<file path="src/rtl/rr_arbiter_n.sv">
// Round-robin arbiter over N requesters with a per-holder quantum and registered grant outputs.
// Optional build macro RR_ARBITER_LOCK_EN adds a lock input that pins the grant to the current holder.
module rr_arbiter_n #(
  parameter int N       = 4,
  parameter int QUANTUM = 4,
  localparam int IDW    = (N > 2) ? $clog2(N) : 1
) (
  input  logic           clk,
  input  logic           reset,
`ifdef RR_ARBITER_LOCK_EN
  input  logic           lock,
`endif
  input  logic [N-1:0]   req,
  output logic [N-1:0]   gnt,
  output logic           gnt_valid,
  output logic [IDW-1:0] gnt_id
);

  localparam logic [7:0] QM1 = 8'(QUANTUM - 1);

  logic [N-1:0]   r_gnt;
  logic           r_valid;
  logic [IDW-1:0] r_id;
  logic [7:0]     r_cnt;
  logic [IDW-1:0] r_ptr;

  logic [N-1:0]   w_nxt_gnt;
  logic           w_nxt_valid;
  logic [IDW-1:0] w_nxt_id;
  logic [7:0]     w_nxt_cnt;
  logic [IDW-1:0] w_nxt_ptr;
  logic [IDW-1:0] w_h_next;
  logic [IDW:0]   w_idle_hit;
  logic [IDW:0]   w_move_hit;
  logic [N-1:0]   w_others;
  logic           w_hold_req;
  logic           w_lock;

  // Returns {found, index} of the first set bit of v scanning start, start+1, ... mod N.
  function automatic logic [IDW:0] find_first(input logic [N-1:0] v, input logic [IDW-1:0] start);
    logic [IDW:0] res;
    int           idx;
    res = '0;
    for (int k = N - 1; k >= 0; k--) begin
      idx = int'(start) + k;
      if (idx >= N) idx = idx - N;
      if (v[idx]) res = {1'b1, IDW'(idx)};
    end
    return res;
  endfunction

  always_comb begin
`ifdef RR_ARBITER_LOCK_EN
    w_lock = lock;
`else
    w_lock = 1'b0;
`endif
    w_h_next    = (r_id == IDW'(N - 1)) ? '0 : r_id + 1'b1;
    w_hold_req  = |(req & r_gnt);
    w_others    = req & ~r_gnt;
    w_idle_hit  = find_first(req, r_ptr);
    w_move_hit  = find_first(w_others, w_h_next);
    w_nxt_valid = r_valid;
    w_nxt_id    = r_id;
    w_nxt_cnt   = r_cnt;
    w_nxt_ptr   = r_ptr;

    if (!r_valid) begin
      if (w_idle_hit[IDW]) begin
        w_nxt_valid = 1'b1;
        w_nxt_id    = w_idle_hit[IDW-1:0];
        w_nxt_cnt   = '0;
        w_nxt_ptr   = (w_idle_hit[IDW-1:0] == IDW'(N - 1)) ? '0 : w_idle_hit[IDW-1:0] + 1'b1;
      end
    end else if (w_lock && w_hold_req) begin
      w_nxt_cnt = r_cnt;
    end else if (w_hold_req && (r_cnt < QM1)) begin
      w_nxt_cnt = r_cnt + 8'd1;
    end else if (w_move_hit[IDW]) begin
      // Quantum expiry or release both hand over to the next requester on this edge.
      w_nxt_valid = 1'b1;
      w_nxt_id    = w_move_hit[IDW-1:0];
      w_nxt_cnt   = '0;
      w_nxt_ptr   = (w_move_hit[IDW-1:0] == IDW'(N - 1)) ? '0 : w_move_hit[IDW-1:0] + 1'b1;
    end else if (w_hold_req) begin
      w_nxt_cnt = (r_cnt == 8'hFF) ? r_cnt : r_cnt + 8'd1;
    end else begin
      w_nxt_valid = 1'b0;
      w_nxt_id    = '0;
    end

    w_nxt_gnt = '0;
    if (w_nxt_valid) w_nxt_gnt[w_nxt_id] = 1'b1;
  end

  always_ff @(posedge clk or posedge reset) begin
    if (reset) begin
      r_gnt   <= '0;
      r_valid <= 1'b0;
      r_id    <= '0;
      r_cnt   <= '0;
      r_ptr   <= '0;
    end else begin
      r_gnt   <= w_nxt_gnt;
      r_valid <= w_nxt_valid;
      r_id    <= w_nxt_id;
      r_cnt   <= w_nxt_cnt;
      r_ptr   <= w_nxt_ptr;
    end
  end

  assign gnt       = r_gnt;
  assign gnt_valid = r_valid;
  assign gnt_id    = r_id;

endmodule

</file>
<file path="config.mk">
export PLATFORM = sky130hd
export DESIGN_NAME = rr_arbiter_n
export DESIGN_NICKNAME = d
export VERILOG_FILES = /design/src/rtl/rr_arbiter_n.sv
export SDC_FILE = /design/constraint.sdc
export NUM_CORES = 1
export LEC_CHECK = 0
export BUFFER_PORTS_ARGS = -buffer_cell sky130_fd_sc_hd__buf_2
export CAP_MARGIN = 10
export CORE_MARGIN = 1
export CORE_UTILIZATION = 45
export CTS_CLUSTER_DIAMETER = 100
export DETAILED_ROUTE_END_ITERATION = 8
export SYNTH_ARGS = -nofsm -noshare
export SYNTH_HDL_FRONTEND = slang
export SYNTH_SLANG_ARGS = --single-unit
</file>
<file path="constraint.sdc">
create_clock -name clk -period 4.6 [get_ports clk]
set_input_delay 0.23 -clock clk [delete_from_list [all_inputs] [get_ports clk]]
set_output_delay 0.23 -clock clk [all_outputs]
set_load 0.1 [all_outputs]
</file>
==> summary.md, run 1 <==
| Metric | Value |
|---|---|
| Run status | finished with violations |
| Failing checks | hold timing |
| Number of synthesized register bits | 17 |
| Placed wire-length estimate after detailed placement | 1.99 mm |
| List of most frequent post-synthesis cells | dfrtp_1 (17), nand2_1 (14), nor2_1 (10) |
| Resized cells post-CTS | 0 |
| Core ar. | 2480 um^2 |
| Worst slack on hold paths | -8.35 ps |
| Initial antenna violation count | 0 |
| Type of the worst setup path | reg -> reg |
| CTS root buffer | clkbuf_4 |
| Setup Total Neg Slack | 0 ps |
| Total die area | 2810 um^2 |
| Hold_buf cts | 0 |
| Clock tree from TritonCTS | yes |
| Cell leakage power | 0.569 nW |
| Biggest fanout along the worst timing path | 6 |
| Number of vias after detailed routing | 1071 |
| Worst setup skew after layout | 7.51 ps |
| Syn Area/Cell | 8.55 um^2 |
| Final cycle utilization of the critical path | 47.8% |
| Least-Margin Pin Slew | 608 ps |
| Global routing usage summed across all routing layers | 21.3% |
| Top post-synthesis cells by area | dfrtp_1 (36%), nand2_1 (4.5%), a21oi_1 (3.8%) |
| Later-pin clock latency in the skew report | 290 ps |
| Worst path arrival time | 2420 ps |
| Max H-tree Level | 1 |
| Post-synthesis instance area | 1170 um^2 |
| Number of failing hold endpoints at the final stage | 15 |
| Critical Path Source Type | register |
| Share of synthesized area occupied by flip-flops and latches | 36.3% |
| Max-cap violation count | 0 |
| Total power density per cell area | 678 nW/um^2 |
| Vias per cell | 6.02 |
| Clock Pin Slew Worst Setup and Hold Paths | 100 ps |
| Number of warnings issued by yosys | 0 |
| Total gr overflow | 0 |
| Proportion of layout cells with a drive suffix above 1 | 18.2% |
| RSZ-0062 raised after global routing | no |
| Data required time of the critical path | 4820 ps |
| IO Count | 13 |
| Fill cell count | 248 |
| First-pass GRT wire length | 4.26 mm |
| Number of antenna diodes | 0 |
| Count of buffers from port buffering | 12 |
| Die extent in x | 53.0 um |
| Async S/R FF share, synth | 100% |
| Via count of the first global-routing pass | 952 |
| Slew margin rel. | 59.4% |
| Total clock sinks | 17 |
| Cell type with the highest aggregate area in the netlist | dfrtp_1 |
| Post-synthesis instance total | 137 |
| Sequential Area | 425 um^2 |
| Routed wirelength normalized by instance count | 14.2 um |
| Number of enable flip-flop cells after synthesis | 0 |
| Die height | 53.0 um |
| Syn_nets | 145 |
| Number of detailed-routing iterations run before antenna repair | 4 |
| Area overhead of the layout relative to synthesis | 8.65% |
| Final setup violation count | 0 |
| Class of the worst hold path | in -> async |
| Final wirelength | 2.53 mm |
| Drc violations | 0 |
| Clock Tree Buf Depth | 2 |
| Final Max Tran Viols | 0 |
| Initial cell density of the core | 47.3% |
| Crit path time final | 2200 ps |
| Distinct cell type count after synthesis | 44 |
| Worst Setup End Kind | register |
| Remaining antenna violation count after routing | 0 |
| Worst IR drop on VDD | 0.590 mV |
| Initial DRC Count | 40 |
| Peak Freq | 0.455 GHz |
| Most instantiated library cell after synthesis | dfrtp_1 |
| Number of placement rows | 18 |
| Predominant post-synthesis flop cell | dfrtp_1 |
| Clock buffers created by TritonCTS | 3 |
| Share of the synthesized area in the top cell type | 36.3% |
| Final weighted congestion in routability-driven placement | 0.884 |
| Largest net degree at the start of global routing | 18 |
| Count of nets after finishing | 157 |
| Area occupied by multi-input gates | 692 um^2 |
| Post-CTS repair timing setup buffer count | 0 |
path summary, 6_finish.rpt:
path                            cells after the start     start   endpoint  slack, ps
worst max-delay path                                7  r_cnt[0]     gnt[0]       2400
worst min-delay path                                2     reset   r_cnt[0]         -8
worst max register to register                      7  r_cnt[0]     gnt[0]       2400
worst min register to register                      1  r_ptr[0]   r_ptr[0]        520
max in group asynchronous                           2     reset  gnt_valid       4210
min in group clk                                    3    req[3]  gnt_valid        300
cells in the final DEF, fill, tap and decap left out, drive strengths merged, types with 4 or more instances in the layout:
master / Yosys / final
nand3: 4 / 4
nor3: 5 / 5
nand2b: 4 / 4
xnor2: 4 / 4
inv: 8 / 8
a21oi: 9 / 9
nand2: 14 / 14
a211oi: 4 / 4
dfrtp: 17 / 17
o21ai: 7 / 7
nor2: 11 / 11
buf: 4 / 12
worst max-delay path, cell delays in order, from the launching register on:
cell and delay [ps]:
dfrtp_1 440, ha_1 280, or3_1 400, a211oi_2 230
a41o_2 180, and2_2 180, a221o_1 230, nor3b_2 170
sequential cells by signal, summed over array words and instances, names as in the netlist:
| register | count |
|---|---|
| r_cnt | 8 |
| gnt | 4 |
| gnt_valid | 1 |
| gnt_id | 2 |
| r_ptr | 2 |
through the flow:
stage          setup slack [ps]  utilization, %  area [um^2]  power [mW]  std cells
3_3_place_gp               2480            50.3         1240       0.781        174
6_report                   2400            51.4         1270       0.863        178
5_1_grt                    2290            51.4         1270       0.924        178
3_5_place_dp               2420            50.3         1240       0.787        174
4_1_cts                    2400            51.4         1270       0.867        178
2_1_floorplan              2100               -         1170       0.689        137
power breakdown:
group,internal [mW],switching [mW]
clock network,0.0323,0.0463
registers,0.190,0.0425
logic,0.181,0.371
per-layer routing:
metal  part of all wire [%]  global-route usage [%]
met5                      0                       0
met4                    1.7                    8.33
met3                    3.4                    3.45
met2                     44                    31.4
met1                     51                    30.7
logic make-up (layout without fill, tap and decap cells):
logic type | after synthesis | in the layout | share of synthesized area [%]
and+or+nand+nor | 58 | 58 | 27.4
xor gates and xnor gates | 5 | 5 | 3.74
muxes | 3 | 3 | 2.67
adders and majority gates | 2 | 2 | 2.14
buffers and inverters | 13 | 24 | 4.59
AOI/OAI and AO/OA | 39 | 39 | 23.2
DFF | 17 | 17 | 36.3
final cells by class:
class | count | share of cell area [%]
flip-flops and latches | 17 | 33.4
well taps | 30 | 2.95
repair buffers | 12 | 4.72
inverters | 8 | 2.36
clock buffers | 3 | 1.77
clock inverters | 1 | 0.393
multi-input cells | 107 | 54.4
Power figures use the tool's default switching activity.
==> run 2: changes to the inputs <==
--- a/config.mk
+++ b/config.mk
@@ -5,12 +5,14 @@
 export SDC_FILE = /design/constraint.sdc
 export NUM_CORES = 1
 export LEC_CHECK = 0
+export ABC_AREA = 1
 export BUFFER_PORTS_ARGS = -buffer_cell sky130_fd_sc_hd__buf_2
 export CAP_MARGIN = 10
 export CORE_MARGIN = 1
 export CORE_UTILIZATION = 45
 export CTS_CLUSTER_DIAMETER = 100
 export DETAILED_ROUTE_END_ITERATION = 8
+export PLACE_DENSITY = 0.66
 export SYNTH_ARGS = -nofsm -noshare
 export SYNTH_HDL_FRONTEND = slang
 export SYNTH_SLANG_ARGS = --single-unit
==> constraint.sdc (replaced) <==
create_clock -name clk -period 2 [get_ports clk]
set_input_delay 0.1 -clock clk [delete_from_list [all_inputs] [get_ports clk]]
set_output_delay 0.1 -clock clk [all_outputs]
set_load 0.1 [all_outputs]
==> summary.md, run 2 <==
| Metric | Value |
|---|---|
| Most frequent standard cell in the layout excluding fill and tap cells | nand2_1 |
| Clock buffers created by TritonCTS | 3 |
| Vias per cell | 4.83 |
| Post-synthesis instance total | 220 |
| Family of cells with the greatest summed delay on the critical path | simple AND/OR/NAND/NOR gates |
| Number of enable flip-flop cells after synthesis | 0 |
| Number of failing hold endpoints at the final stage | 0 |
| Syn Area/Cell | 6.52 um^2 |
| Global routing usage summed across all routing layers | 20.9% |
| RSZ-0062 raised after global routing | yes |
| Share of synthesized area occupied by flip-flops and latches | 29.6% |
| Type of the worst setup path | reg -> reg |
| Number of antenna diodes | 0 |
| Class of the worst hold path | in -> reg |
| Run status | finished with violations |
| Crit path time final | 2060 ps |
| Failing checks | setup timing |
| Peak Freq | 0.485 GHz |
| R2R setup slack | -60 ps |
| Final core utilization | 62.5% |
| Max H-tree Level | 1 |
| Slew margin rel. | 57.7% |
| Top post-synthesis cells by area | dfrtp_1 (30%), nand2_1 (18%), nand3_1 (8.0%) |
| Final cycle utilization of the critical path | 103% |
| Number of placement rows | 20 |
| Minimum setup slack in the final design | -60.9 ps |
| Syn_nets | 228 |
| Placed wire-length estimate after detailed placement | 2.48 mm |
| Clock Tree Buf Depth | 2 |
| Final wirelength | 3.27 mm |
| Core ar. | 3030 um^2 |
| Biggest fanout along the worst timing path | 8 |
| Cell type with the highest aggregate area in the netlist | dfrtp_1 |
| Number of detailed-routing iterations run before antenna repair | 4 |
| Top library cells by usage in the layout, fill and taps aside | nand2_1 (52), inv_1 (27), nand2_2 (18) |
| Number of warnings issued by yosys | 0 |
| Proportion of layout cells with a drive suffix above 1 | 38.6% |
| Buffers plus inverters on the worst setup path | 1 |
| Max-cap violation count | 0 |
| Number of vias after detailed routing | 1426 |
| Clock Pin Slew Worst Setup and Hold Paths | 100 ps |
| Count of nets after finishing | 260 |
| Final weighted congestion in routability-driven placement | 0.846 |
| Initial DRC Count | 115 |
| Largest register FFs | 8 |
| Final Max Tran Viols | 0 |
| Number of synthesized register bits | 17 |
| Routed wirelength normalized by instance count | 11.1 um |
| Worst setup skew after layout | 5.63 ps |
| Cell mode on critical path | nand2_4 |
| Critical Path, Cell by Cell | ha_4, nor2_4, nand2_2, nand2_4, nand2_4, nor2_4, nand2_2, or2_4, nand2_4, buf_12, nand2_4, o21ai_2 |
| Remaining antenna violation count after routing | 0 |
| Count of buffers from port buffering | 12 |
| Total clock sinks | 17 |
| Max stage delay cell, worst path | dfrtp_4 |
| Die height | 58.5 um |
| Worst path arrival time | 2280 ps |
| List of most frequent post-synthesis cells | nand2_1 (70), inv_1 (30), nand3_1 (23) |
| Data required time of the critical path | 2220 ps |
| Clock tree from TritonCTS | yes |
| IO Count | 13 |
| Predominant post-synthesis flop cell | dfrtp_1 |
| Largest Register | r_cnt |
| Total die area | 3420 um^2 |
| Later-pin clock latency in the skew report | 290 ps |
| Initial cell density of the core | 47.4% |
| Initial antenna violation count | 0 |
| Final Non-Filler Cells | 295 |
| Largest net degree at the start of global routing | 18 |
| Die extent in x | 58.5 um |
| Total gr overflow | 0 |
| Distinct cell type count after synthesis | 30 |
| Via count of the first global-routing pass | 1356 |
| First-pass GRT wire length | 5.58 mm |
| Drc violations | 0 |
| Peak per-stage delay on the critical path | 510 ps |
| Most instantiated library cell after synthesis | nand2_1 |
| Placed instance count | 284 |
| Post-synthesis instance area | 1440 um^2 |
| Area overhead of the layout relative to synthesis | 31.9% |
| Final setup violation count | 10 |
| Worst Setup End Kind | register |
| Critical Path Source Type | register |
| Share of the synthesized area in the top cell type | 29.6% |
| Worst slack on hold paths | 389 ps |
| CTS root buffer | clkbuf_4 |
| Async S/R FF share, synth | 100% |
| Least-Margin Pin Slew | 634 ps |
-- run 2: changes by cell type after synthesis, moves of 4 or more --
cell / delta
buf_2: -4
nand2b_1: -4
inv_1: +22
o21ai_2: +4
nand2_1: +56
nor2_1: +8
nand2_4: +4
nand2_2: +7
o21ai_0: +4
nand3_1: +19
a21oi_1: -4
-- run 2: worst paths after layout --
kind / to / startpoint / cells past startpoint
setup / recovery: r_cnt[5] / gnt_id[0] / 12
max in group asynchronous: gnt_id[1] / reset / 3
hold / removal: gnt_valid / req[2] / 5
hold reg to reg: r_cnt[4] / r_cnt[4] / 2
setup reg to reg: r_cnt[5] / gnt_id[0] / 12
min in group asynchronous: gnt_valid / reset / 3
-- run 2: per-stage QoR --
stage | worst slack [ps] | setup TNS [ps] | area [um^2]
3_5_place_dp | -53.4 | -184 | 1660
2_1_floorplan | -102 | -876 | 1480
3_3_place_gp | -8.90 | -15.3 | 1660
4_1_cts | 5.28 | 0 | 1730
6_report | -60.9 | -383 | 1890
5_1_grt | -168 | -1960 | 1890
-- run 2: cell families after synthesis --
group           Yosys count  share of synthesized area [%]
xor+xnor                  6                           3.66
fa+ha+maj                 2                           1.74
simple gates            133                           43.2
buf+inv                  35                           10.5
compound gates           27                           11.2
flops                    17                           29.6
-- run 2: area by class of cell --
cell class,count,area (um^2)
clock buffers,4,26.3
fillers,277,1130
inverters,32,123
multi-input cells,168,1030
flip-flops and latches,17,438
well taps,44,55.1
repair buffers,30,218
-- run 2: metal layers --
metal	share of wire, %	track usage [%]
met5	0	0
met4	1.2	7.14
met3	2.3	1.32
met2	52	38.9
met1	45	25.6
-- run 2: what timing repair did --
| action | CTS | global route |
|---|---|---|
| hold buffers | 1 | 0 |
| endpoints found under the hold margin | 17 | 0 |
| setup endpoints to repair | 12 | 15 |
| setup buffers | 3 | 3 |
| resized for setup | 3 | 42 |
| pin swaps | 4 | 24 |
-- run 2: tightest hold or removal path: cells and delay by family --
kind | cells | cell delay, ps
AND/OR/NAND/NOR | 4 | 400
buffers and inverters | 1 | 130
Power of run 2 is left out: the tool's default activity adds up to more than one toggle a clock period on the data nets, which glitch-free logic cannot reach.
